`src/rtl/slot_round_ctrl_if.sv`:
```
// slot_round_ctrl_if: player button plus reel/result/credit outputs for the
// three-reel digit game round sequencer.
//
// Signal semantics (there is no valid/ready pair on this block):
//   btn is a synchronous level from the player. The controller edge-detects it,
//   so one low->high transition is one press however long it is held. All other
//   signals are registered controller state, updated on the rising clk edge.
//   win is meaningful only while result_valid is high.
//
// Signals:
//   btn          master->slave  start/stop button level
//   reel0..2     slave->master  reel digits 0..9
//   stopped      slave->master  bit n = reel n frozen this round
//   busy         slave->master  a round is in progress
//   result_valid slave->master  win holds the outcome of the last round
//   win          slave->master  last round had three equal digits
//   credits      slave->master  current credit balance
//   state_dbg    slave->master  round FSM state (debug observation)
interface slot_round_ctrl_if;
  logic       btn;
  logic [3:0] reel0;
  logic [3:0] reel1;
  logic [3:0] reel2;
  logic [2:0] stopped;
  logic       busy;
  logic       result_valid;
  logic       win;
  logic [6:0] credits;
  logic [2:0] state_dbg;

  modport master (
    output btn,
    input  reel0, reel1, reel2, stopped, busy, result_valid, win, credits,
           state_dbg
  );

  modport slave (
    input  btn,
    output reel0, reel1, reel2, stopped, busy, result_valid, win, credits,
           state_dbg
  );
endinterface

```
`src/rtl/slot_round_ctrl.sv`:
```
// slot_round_ctrl: round sequencer for the three-reel digit game.
// Spins three mod-10 reels, stops them one at a time on a button press or a
// timeout, judges the result (all three equal = win) and keeps a saturating
// credit balance.
//
// Ports:
//   clk    rising-edge system clock
//   rst_n  synchronous active-low reset (also reloads credits mid-round)
//   bus    slot_round_ctrl_if.slave: btn in; reels, stopped, busy,
//          result_valid, win, credits and state_dbg out
//
// state_dbg encoding: 0 IDLE, 1 SPIN0, 2 SPIN1, 3 SPIN2, 4 JUDGE, 5 SHOW.
module slot_round_ctrl #(
  parameter int AUTO_STOP   = 64,
  parameter int SHOW_CYCLES = 16,
  parameter int CREDIT_INIT = 3,
  parameter int WIN_PAY     = 5,
  parameter int CREDIT_MAX  = 99
) (
  input  logic             clk,
  input  logic             rst_n,
  slot_round_ctrl_if.slave bus
);

  typedef enum logic [2:0] {
    S_IDLE  = 3'd0,
    S_SPIN0 = 3'd1,
    S_SPIN1 = 3'd2,
    S_SPIN2 = 3'd3,
    S_JUDGE = 3'd4,
    S_SHOW  = 3'd5
  } state_t;

  localparam logic [15:0] AUTO_LAST = 16'(AUTO_STOP - 1);
  localparam logic [15:0] SHOW_LAST = 16'(SHOW_CYCLES - 1);
  localparam logic [6:0]  CRED_INIT = 7'(CREDIT_INIT);
  localparam logic [7:0]  CRED_MAX  = 8'(CREDIT_MAX);
  localparam logic [7:0]  PAY       = 8'(WIN_PAY);

  state_t      state, state_nx;
  logic        btn_q;
  logic        press;
  logic [15:0] timer;
  logic [3:0]  reel0_q, reel1_q, reel2_q;
  logic [2:0]  stopped_q;
  logic        rv_q, win_q;
  logic [6:0]  credits_q;

  logic        spinning;
  logic        stop_now;
  logic        start_round;
  logic [2:0]  stop_mask;
  logic        all_equal;
  logic [7:0]  credit_sum;

  function automatic logic [3:0] mod10_add(input logic [3:0] v,
                                           input logic [3:0] inc);
    logic [4:0] s;
    s = {1'b0, v} + {1'b0, inc};
    if (s >= 5'd10) s = s - 5'd10;
    return s[3:0];
  endfunction

  assign press      = bus.btn & ~btn_q;
  assign spinning   = (state == S_SPIN0) || (state == S_SPIN1) ||
                      (state == S_SPIN2);
  assign all_equal  = (reel0_q == reel1_q) && (reel1_q == reel2_q);
  assign credit_sum = {1'b0, credits_q} + PAY;

  // Next-state and per-cycle control decode.
  always_comb begin
    state_nx    = state;
    stop_now    = 1'b0;
    start_round = 1'b0;
    stop_mask   = 3'b000;
    case (state)
      S_IDLE: begin
        if (press && (credits_q != 7'd0)) begin
          start_round = 1'b1;
          state_nx    = S_SPIN0;
        end
      end
      S_SPIN0, S_SPIN1, S_SPIN2: begin
        stop_now = press || (timer == AUTO_LAST);
        if (stop_now) begin
          case (state)
            S_SPIN0: begin stop_mask = 3'b001; state_nx = S_SPIN1; end
            S_SPIN1: begin stop_mask = 3'b010; state_nx = S_SPIN2; end
            default: begin stop_mask = 3'b100; state_nx = S_JUDGE; end
          endcase
        end
      end
      S_JUDGE: state_nx = S_SHOW;
      S_SHOW: begin
        if (timer == SHOW_LAST) state_nx = S_IDLE;
      end
      default: state_nx = S_IDLE;
    endcase
  end

  always_ff @(posedge clk) begin
    if (!rst_n) state <= S_IDLE;
    else        state <= state_nx;
  end

  always_ff @(posedge clk) begin
    if (!rst_n) begin
      btn_q     <= 1'b0;
      timer     <= 16'd0;
      reel0_q   <= 4'd0;
      reel1_q   <= 4'd0;
      reel2_q   <= 4'd0;
      stopped_q <= 3'b000;
      rv_q      <= 1'b0;
      win_q     <= 1'b0;
      credits_q <= CRED_INIT;
    end else begin
      btn_q <= bus.btn;

      if (state_nx != state)                 timer <= 16'd0;
      else if (spinning || state == S_SHOW)  timer <= timer + 16'd1;

      // A reel advances while spinning unless already frozen or being frozen
      // this very cycle; stopped bits only clear at round start, so they also
      // hold the reels still through JUDGE/SHOW/IDLE.
      if (spinning && !stopped_q[0] && !stop_mask[0])
        reel0_q <= mod10_add(reel0_q, 4'd1);
      if (spinning && !stopped_q[1] && !stop_mask[1])
        reel1_q <= mod10_add(reel1_q, 4'd3);
      if (spinning && !stopped_q[2] && !stop_mask[2])
        reel2_q <= mod10_add(reel2_q, 4'd7);

      if (start_round) begin
        stopped_q <= 3'b000;
        rv_q      <= 1'b0;
        win_q     <= 1'b0;
        credits_q <= credits_q - 7'd1;
      end else if (stop_now) begin
        stopped_q <= stopped_q | stop_mask;
      end else if (state == S_JUDGE) begin
        rv_q  <= 1'b1;
        win_q <= all_equal;
        if (all_equal)
          credits_q <= (credit_sum > CRED_MAX) ? CRED_MAX[6:0] : credit_sum[6:0];
      end
    end
  end

  assign bus.reel0        = reel0_q;
  assign bus.reel1        = reel1_q;
  assign bus.reel2        = reel2_q;
  assign bus.stopped      = stopped_q;
  assign bus.busy         = (state != S_IDLE);
  assign bus.result_valid = rv_q;
  assign bus.win          = win_q;
  assign bus.credits      = credits_q;
  assign bus.state_dbg    = state;

endmodule

```
`src/flat_wrapper.sv`:
```
// flat-port wrapper written by rule: the top's interface ports become plain ports
module slot_round_ctrl_flat 
#(
  parameter int AUTO_STOP   = 64,
  parameter int SHOW_CYCLES = 16,
  parameter int CREDIT_INIT = 3,
  parameter int WIN_PAY     = 5,
  parameter int CREDIT_MAX  = 99
)
  (clk, rst_n, bus_btn, bus_reel0, bus_reel1, bus_reel2, bus_stopped, bus_busy, bus_result_valid, bus_win, bus_credits, bus_state_dbg);
  slot_round_ctrl_if bus_i ();
  input  logic clk;
  input  logic rst_n;
  input wire logic [$bits(bus_i.btn)-1:0] bus_btn;
  output wire logic [$bits(bus_i.reel0)-1:0] bus_reel0;
  output wire logic [$bits(bus_i.reel1)-1:0] bus_reel1;
  output wire logic [$bits(bus_i.reel2)-1:0] bus_reel2;
  output wire logic [$bits(bus_i.stopped)-1:0] bus_stopped;
  output wire logic [$bits(bus_i.busy)-1:0] bus_busy;
  output wire logic [$bits(bus_i.result_valid)-1:0] bus_result_valid;
  output wire logic [$bits(bus_i.win)-1:0] bus_win;
  output wire logic [$bits(bus_i.credits)-1:0] bus_credits;
  output wire logic [$bits(bus_i.state_dbg)-1:0] bus_state_dbg;
  assign bus_i.btn = bus_btn;
  assign bus_reel0 = bus_i.reel0;
  assign bus_reel1 = bus_i.reel1;
  assign bus_reel2 = bus_i.reel2;
  assign bus_stopped = bus_i.stopped;
  assign bus_busy = bus_i.busy;
  assign bus_result_valid = bus_i.result_valid;
  assign bus_win = bus_i.win;
  assign bus_credits = bus_i.credits;
  assign bus_state_dbg = bus_i.state_dbg;
  slot_round_ctrl #(.AUTO_STOP(AUTO_STOP), .SHOW_CYCLES(SHOW_CYCLES), .CREDIT_INIT(CREDIT_INIT), .WIN_PAY(WIN_PAY), .CREDIT_MAX(CREDIT_MAX)) u_core (.clk(clk), .rst_n(rst_n), .bus(bus_i));
endmodule
```
`config.mk`:
```
export PLATFORM = sky130hd
export DESIGN_NAME = slot_round_ctrl_flat
export DESIGN_NICKNAME = d
export VERILOG_FILES = /design/src/rtl/slot_round_ctrl_if.sv /design/src/rtl/slot_round_ctrl.sv /design/src/flat_wrapper.sv
export SDC_FILE = /design/constraint.sdc
export NUM_CORES = 1
export LEC_CHECK = 0
export CORE_MARGIN = 2
export CORE_UTILIZATION = 51
export CTS_CLUSTER_SIZE = 40
export DETAILED_ROUTE_END_ITERATION = 8
export PLACE_DENSITY_LB_ADDON = 0.05
export SLEW_MARGIN = 10
export SYNTH_ARGS = -nofsm -noshare
export SYNTH_HDL_FRONTEND = slang
export SYNTH_SLANG_ARGS = --single-unit
```
`constraint.sdc`:
```
create_clock -name clk -period 2.35 [get_ports clk]
set_input_delay 0.3525 -clock clk [delete_from_list [all_inputs] [get_ports clk]]
set_output_delay 0.3525 -clock clk [all_outputs]
set_load 0.05 [all_outputs]
```
==> run summary, run 1 <==
The flow ran to the end, and the final reports show no timing, DRC or antenna violations. The total track usage is 22.08%. The internal portion of the total power is 1425 uW. In this run the tightest slew margin relative to its limit is 63.25%.

The endpoint required time on the critical path is 2.00 ns. Setup repair after global routing left no endpoint under its margin. For this design, the CTS-stage hold fixing added 0 buffers. The highest attainable clock frequency is 449.7 MHz. During synthesis, Yosys emitted a total of 0 warnings. The initial utilization of the core area, before any placement, comes to 53.77%. The flip-flop and latch count after synthesis is 44.

At the end of routability-driven placement, the weighted congestion stood at 0.8658. The tree is rooted in a sky130_fd_sc_hd__clkbuf_8. After synthesis the cells add up to 0.002799 sq mm. The number of distinct standard cells referenced by the synthesized netlist is 63.

The remaining global-route overflow is 0. The later-pin clock latency in the skew report came out at 0.30 ns. After floorplanning, the core was divided into 26 placement rows.

The largest net degree at the start of global routing came out at 17. The worst-margin pin slew is 0.5455 ns. The final design utilization is 63.97%.

The area growth from synthesis to final layout is 18.95%. The number of instances in the synthesized netlist is 361. The post-route minimum period came out at 2.224 ns. The number of nets in the final layout is 408. The die extent in x came out at 78.08 microns.

The number of detailed-route iterations in the first pass is 4. The top fanout value on the critical path is 13. The post-route clock skew is 0.005544 ns. In the synthesized netlist the dominant register cell turns out to be sky130_fd_sc_hd__dfxtp_1. The number of antenna violations at the first check in global routing came out at 0. Per report_power, the combinational group accounts for 33.0% of the total.

The count of final hold-check violations is 0. The number of DRC markers after the initial detailed-route iteration came out at 123. The floorplan die area is 0.006096 sq mm.

The switching power summed over all nets is 781.5 uW. The number of I/O port buffers came out at 30. Counting both buffers and inverters, the worst setup path holds a total of 1. The number of buffers inserted to repair setup after CTS came out at 0. Of all flip-flops after synthesis, the portion carrying an async set or reset was 0%. The register area share after synthesis came out at 31.47%.

The slack of the critical path is 0.1261 ns. Setup violations remaining at the end of the flow were counted as 0. The area of the core region came out at 0.005205 sq mm. The first-pass GRT wire length came out at 11000 microns. When the netlist entered floorplanning its net count stood at 376. The endpoint kind of the worst setup timing path is an output pin. The fraction of power consumed by sequential logic came out at 39.0%. The number of maximum-capacitance violations came out at 0. The switching fraction of total power is 35.42%. The total number of vias came out at 2578. The count of final max-slew check failures came out at 0.

The number of remaining DRC errors came out at 0. In this run the power density over the cells is 662.6 mW/mm^2. The share of total power dissipated in the clock network is 28.0%.

The critical path is of the flop to output pin type. The longest clock path from root to sink contains 2 buffers. The die height is 78.08 microns.

The static leakage is 0.001299 uW. The worst stage delay on the critical path came out at 0.91 ns. The average footprint of a synthesized cell is 7.753 sq um.

The number of antenna diodes in the final layout is 0. The critical path goes through clkdlybuf4s50_1. The TritonCTS clock tree is built. STA classifies the critical path startpoint as a flop. The number of nets with antenna violations after routing came out at 0. The maximum level of the CTS H-tree is 2.

The per-cell routed wire length came out at 13.70 microns. At the worst endpoint, the arrival time is 1.87 ns. The number of enable flip-flop cells after synthesis came out at 0. The number of global-route vias before repair came out at 2399. The peak supply drop is 0.4661 mV. The setup slack at placement came out at 0.06231 ns.

The post-route netlist has 10.15% of its cells at a drive strength greater than 1. The HPWL reported at the end of detailed placement came out at 4612 microns. The post-detailed-route via-to-cell ratio came out at 5.556. On the critical path the largest part of the delay comes from buffers and inverters. After detailed routing, the total wire length is 6359 microns.

Clock tree synthesis found a total of 44 sinks. The TritonCTS buffer count is 5. The clock slew seen by the registers of the worst setup and hold paths came out at 0.09 ns. On the critical path, the stage with the largest delay is an instance of sky130_fd_sc_hd__clkdlybuf4s50_1.

The path class of the tightest hold or removal check is flop to flop. The total power draw is 2206 uW. The total I/O pin count came out at 31. The final critical path takes up 94.63% of the cycle.
## placed cells by master, fill, tap and decap left out, types with 5 or more instances in the layout
cell	netlist	final
sky130_fd_sc_hd__nand3_1	15	15
sky130_fd_sc_hd__nor2_1	62	62
sky130_fd_sc_hd__o21a_1	5	5
sky130_fd_sc_hd__nand2_1	23	23
sky130_fd_sc_hd__xnor2_1	12	12
sky130_fd_sc_hd__nor3_1	14	14
sky130_fd_sc_hd__buf_4	1	13
sky130_fd_sc_hd__and2_1	5	5
sky130_fd_sc_hd__inv_1	18	18
sky130_fd_sc_hd__a21oi_1	19	19
sky130_fd_sc_hd__o21ai_0	22	22
sky130_fd_sc_hd__and3_1	9	9
sky130_fd_sc_hd__ha_1	12	11
sky130_fd_sc_hd__nand2b_1	5	5
sky130_fd_sc_hd__clkbuf_8	0	6
sky130_fd_sc_hd__clkdlybuf4s50_1	0	29
sky130_fd_sc_hd__dfxtp_1	44	41
sky130_fd_sc_hd__xor2_1	14	14
## flip-flops by register name (all words and copies together) (netlist names)
signal	flops
u_core.bus.result_valid	1
u_core.bus.credits	7
u_core.timer	16
u_core.bus.reel0	4
u_core.bus.stopped	3
u_core.bus.reel2	4
u_core.bus.reel1	4
u_core.bus.state_dbg	3
u_core.bus.win	1
u_core.btn_q	1
## synthesized netlist by cell type, types with 2 or more instances
cell                       count  share of area (%)
sky130_fd_sc_hd__nor4_1        2               0.45
sky130_fd_sc_hd__nand3_1      15                2.7
sky130_fd_sc_hd__nor3b_1       3               0.80
sky130_fd_sc_hd__o211ai_1      2               0.54
sky130_fd_sc_hd__nor2_1       62                8.3
sky130_fd_sc_hd__and2_1        5                1.1
sky130_fd_sc_hd__ha_1         12                5.4
sky130_fd_sc_hd__and3_1        9                2.0
sky130_fd_sc_hd__xor2_1       14                4.4
sky130_fd_sc_hd__nand2b_1      5                1.1
sky130_fd_sc_hd__a21o_1        3               0.80
sky130_fd_sc_hd__nand3b_1      3               0.80
sky130_fd_sc_hd__clkbuf_1     11                1.5
sky130_fd_sc_hd__xnor2_1      12                3.8
sky130_fd_sc_hd__o31a_1        2               0.63
sky130_fd_sc_hd__nor3_2        2               0.72
sky130_fd_sc_hd__o21ai_0      22                3.9
sky130_fd_sc_hd__o21a_1        5                1.3
sky130_fd_sc_hd__a32oi_1       2               0.63
sky130_fd_sc_hd__o21bai_1      2               0.54
sky130_fd_sc_hd__o211a_1       3                1.1
sky130_fd_sc_hd__nor2b_1       2               0.45
sky130_fd_sc_hd__dfxtp_1      44                 31
sky130_fd_sc_hd__a21oi_1      19                3.4
sky130_fd_sc_hd__buf_2         4               0.72
sky130_fd_sc_hd__a31oi_1       4               0.89
sky130_fd_sc_hd__nor3_1       14                2.5
sky130_fd_sc_hd__a211oi_1      2               0.54
sky130_fd_sc_hd__nand2_1      23                3.1
sky130_fd_sc_hd__inv_1        18                2.4
sky130_fd_sc_hd__or3_1         2               0.45
sky130_fd_sc_hd__mux2i_1       2               0.72
## path summary, 6_finish.rpt
kind | slack, ns | start | endpoint | depth (start not counted)
setup / recovery | 0.13 | u_core.bus.state_dbg[1] | bus_state_dbg[1] | 1
hold / removal | 0.51 | u_core.bus.result_valid | u_core.bus.result_valid | 2
setup reg to reg | 0.21 | u_core.bus.reel0[1] | u_core.bus.reel0[2] | 9
hold reg to reg | 0.51 | u_core.bus.result_valid | u_core.bus.result_valid | 2
## metrics by stage
step	area, sq um	hold WS [ns]	cells	setup TNS (ns)
after global placement	3198	0.4797	456	0
after CTS	3319	0.5019	464	0
after global routing	3329	0.5326	464	0
after detailed placement	3198	0.4783	456	0
final	3329	0.5071	464	0
after floorplan	2803	0.4742	361	-0.0007374
## cell families (layout without fill, tap and decap cells)
family                   after synthesis  count (layout)  share of synthesized area, %
AO/OA/AOI/OAI                         86              86                         21.68
adder cells (fa/ha/maj)               12              12                         5.364
buffers and inverters                 35              68                         5.275
multiplexers                           3               3                         1.118
flip-flops                            44              44                         31.47
AND/OR/NAND/NOR                      155             155                         26.96
XOR/XNOR                              26              26                         8.136
## power by group through the flow
stage,Sequential [uW],Combinational (uW),Clock (uW)
floorplan,973,425,0
global route,870,802,668
finish,860,729,617
global placement,875,707,0
CTS,859,724,634
detailed placement,877,721,0
## what timing repair did
action,in CTS,in global routing
gates resized for setup,0,2
endpoints found under the setup margin,0,17
hold endpoints to repair,0,0
## per-layer routing
| metal | vias up | global-route usage (%) | share of wire, % |
|---|---|---|---|
| li1 | 1326 | - | - |
| met2 | 67 | 35.26 | 46 |
| met4 | 0 | 7.368 | 0.83 |
| met5 | - | 0 | 0 |
| met3 | 5 | 3.563 | 4.4 |
| met1 | 1180 | 30.47 | 49 |
## layout make-up
cell class	count	area, sq um
Sequential cell	44	884.6
Inverter	18	67.56
Clock buffer	6	82.58
Timing Repair Buffer	42	387.9
Fill cell	465	1876
Clock inverter	2	38.79
Tap cell	70	87.58
Multi-Input combinational cell	282	1780
Power figures use the tool's default switching activity.
==> run 2: changes to the inputs <==
--- a/config.mk
+++ b/config.mk
@@ -5,7 +5,8 @@
 export SDC_FILE = /design/constraint.sdc
 export NUM_CORES = 1
 export LEC_CHECK = 0
-export CORE_MARGIN = 2
+export CAP_MARGIN = 20
+export CORE_MARGIN = 5
 export CORE_UTILIZATION = 51
 export CTS_CLUSTER_SIZE = 40
 export DETAILED_ROUTE_END_ITERATION = 8
==> run summary, run 2 (synthesis gave the netlist of run 1 again) <==
The first-pass GRT wire length is 11230 microns (+2.1%). The per-cell routed wire length is 13.86 microns (+1.2%). The number of I/O port buffers came out at 30 (unchanged). The HPWL reported at the end of detailed placement came to 4632 microns (+0.42%). The die height came out at 84.08 microns (+7.7%). The clock tree buffer depth came out at 2 (unchanged). The count of final hold-check violations is 0 (unchanged). The area growth from synthesis to layout is 20.25%. The count of final max-slew check failures came out at 0 (unchanged). The fraction of final layout cells sized beyond drive strength 1 is 10.43% (+0.28 points).

The top fanout value on the critical path came out at 14 (+1). The final standard cell area without fillers is 0.003366 sq mm (+1.1%). The post-detailed-route via-to-cell ratio is 5.566 (+0.17%).

The combined buffer and inverter count along the critical path came out at 1 (unchanged). The number of nets in the final layout came to 407 (-0.25%). The global placer's final weighted congestion is 0.7916 (-8.6%). The cell internal power dissipation is 1436 uW (+0.76%). The fraction of power consumed by sequential logic came out at 38.4% (-0.6 points).

The setup slack at placement came out at 0.05674 ns (-0.005563 ns). The number of remaining DRC errors is 0 (unchanged). The number of maximum-capacitance violations came out at 0 (unchanged). Traced cell by cell, the critical path runs through clkdlybuf4s50_1.

The worst-margin pin slew is 0.5585 ns (+0.01304 ns). The number of hold buffers added after cts is 0 (unchanged). The highest attainable clock frequency is 445.7 MHz (-0.87%). The later-pin clock latency in the skew report came out at 0.30 ns (about the same).

The maximum level of the CTS H-tree is 2 (unchanged). The worst stage delay on the critical path came out at 0.91 ns (about the same). The number of global-route vias before repair was 2421 (+0.92%). The floorplan die area was 0.007069 sq mm (+16%).

The total negative slack is 0 ns (unchanged). The combinational share of power came out at 33.8% (+0.8 points). The total number of vias was 2588 (+0.39%). The root buffer cell is sky130_fd_sc_hd__clkbuf_8. The remaining global-route overflow is 0 (unchanged).

The number of antenna violations at the first check in global routing came out at 0 (unchanged). In the layout the commonest cells are sky130_fd_sc_hd__nor2_1 (62), sky130_fd_sc_hd__dfxtp_1 (41), sky130_fd_sc_hd__clkdlybuf4s50_1 (29). The type of the worst setup path is flop to output pin. The switching power summed over all nets came to 789.6 uW (+1.0%). The TritonCTS clock tree is built. The static leakage is 0.001297 uW (-0.20%). The setup-violating endpoint count in the final report is 0 (unchanged). The switching fraction of total power came to 35.49% (+0.064 points).

The TritonCTS buffer count came out at 5 (unchanged). The die extent in x was 84.08 microns (+7.7%). The number of flip-flops under the largest register name was 16 (unchanged). The number of nets with antenna violations after routing was 0 (unchanged). The post-route clock skew came out at 0.01042 ns (+0.004873 ns). The number of DRC markers after the initial detailed-route iteration is 100 (-19%). The slack of the critical path is 0.1065 ns (-0.01960 ns).

The peak supply drop is 0.3342 mV (-28%). The share of the cycle needed by the critical path after routing came out at 95.47% (+0.83 points). The clock sink count was 44 (unchanged). The worst max-slew margin expressed relative to the limit is 62.37% (-0.88 points). The non-filler instance count after layout came out at 465 (+0.22%). The post-route minimum period came out at 2.244 ns (+0.01960 ns). The arrival time of the worst setup path was 1.89 ns (+0.02 ns). The commonest non-fill, non-tap cell in the layout is sky130_fd_sc_hd__nor2_1. The largest net degree at the start of global routing is 17 (unchanged). The flop-to-flop setup slack came to 0.22 ns (about the same). The number of placed instances with taps included came out at 457 (+0.22%). STA classifies the critical path startpoint as a flop. The register name with the most flops is u_core.timer.

The run finished with clean final reports. The worst-path cell with the longest stage delay is sky130_fd_sc_hd__clkdlybuf4s50_1. The total power divided by cell area is 661.1 mW/mm^2 (-0.23%). The total track usage was 18.70% (-3.4 points). STA classifies the critical path endpoint as an output pin. The total power draw is 2225 uW (+0.86%). The total inserted antenna cells is 0 (unchanged).

On the critical path the largest part of the delay comes from buffers and inverters. The path class of the tightest hold or removal check is flop to flop. The total length of routed wires was 6446 microns (+1.4%).

The number of detailed-route iterations in the first pass is 4 (unchanged). The clock slew seen by the registers of the worst setup and hold paths was 0.09 ns (about the same). The instance area after placement was 0.003193 sq mm (-0.16%). The endpoint required time on the critical path was 2.00 ns (about the same). The starting density of the core came out at 51.78% (-2.0 points).

The count of standard-cell rows came to 27 (+3.8%). The total I/O pin count is 31 (unchanged). The portion of total power attributed to the clock network came to 27.9% (about the same). The area of the core region came to 0.005405 sq mm (+3.8%).
## run 2: final timing paths
| check | startpoint | end | depth (start not counted) |
|---|---|---|---|
| min reg2reg | u_core.bus.win | u_core.bus.win | 2 |
| min | u_core.bus.win | u_core.bus.win | 2 |
| max reg2reg | u_core.bus.credits[1] | u_core.bus.credits[2] | 7 |
| max | u_core.bus.state_dbg[2] | bus_state_dbg[2] | 1 |
## run 2: final cells by class
cell class,instances,area (sq um)
multi-input cells,282,1819
flip-flops and latches,44,887.1
inverters,18,67.56
fillers,495,2039
clock buffers,6,82.58
repair buffers,41,380.4
clock inverters,2,38.79
well taps,72,90.09
## run 2: repair_timing
item | 4_1_cts | 5_1_grt
setup buffers | 0 | 0
endpoints found under the setup margin | 0 | 21
gates resized for setup | 0 | 9
## run 2: per-stage QoR
step           hold WS, ns  utilization [%]
6_report            0.5095            62.27
5_1_grt             0.5574            62.27
4_1_cts             0.5084            61.32
2_1_floorplan       0.4742                -
3_3_place_gp        0.4756            59.07
3_5_place_dp        0.4844            59.07
## run 2: worst min-delay path: stages, from the launching register on
cell and delay (ns):
sky130_fd_sc_hd__dfxtp_1 0.34, sky130_fd_sc_hd__a21oi_1 0.06, sky130_fd_sc_hd__nor2_1 0.07
## run 2: power by group through the flow
stage | clock (uW) | sequential (uW) | combinational, uW
after floorplan | 0 | 973 | 425
after detailed placement | 0 | 868 | 728
after CTS | 635 | 850 | 731
after global placement | 0 | 868 | 718
final | 620 | 854 | 751
after global routing | 678 | 863 | 834
## run 2: routing by layer
| layer | track usage, % | vias up | share of wire (%) | routed length (microns) |
|---|---|---|---|---|
| met4 | 3.947 | 0 | 1.4 | 90 |
| met1 | 25.81 | 1204 | 49 | 3173 |
| met2 | 29.63 | 51 | 44 | 2861 |
| li1 | - | 1324 | - | - |
| met3 | 4.344 | 9 | 5.0 | 320 |
| met5 | 0 | - | 0 | 0 |
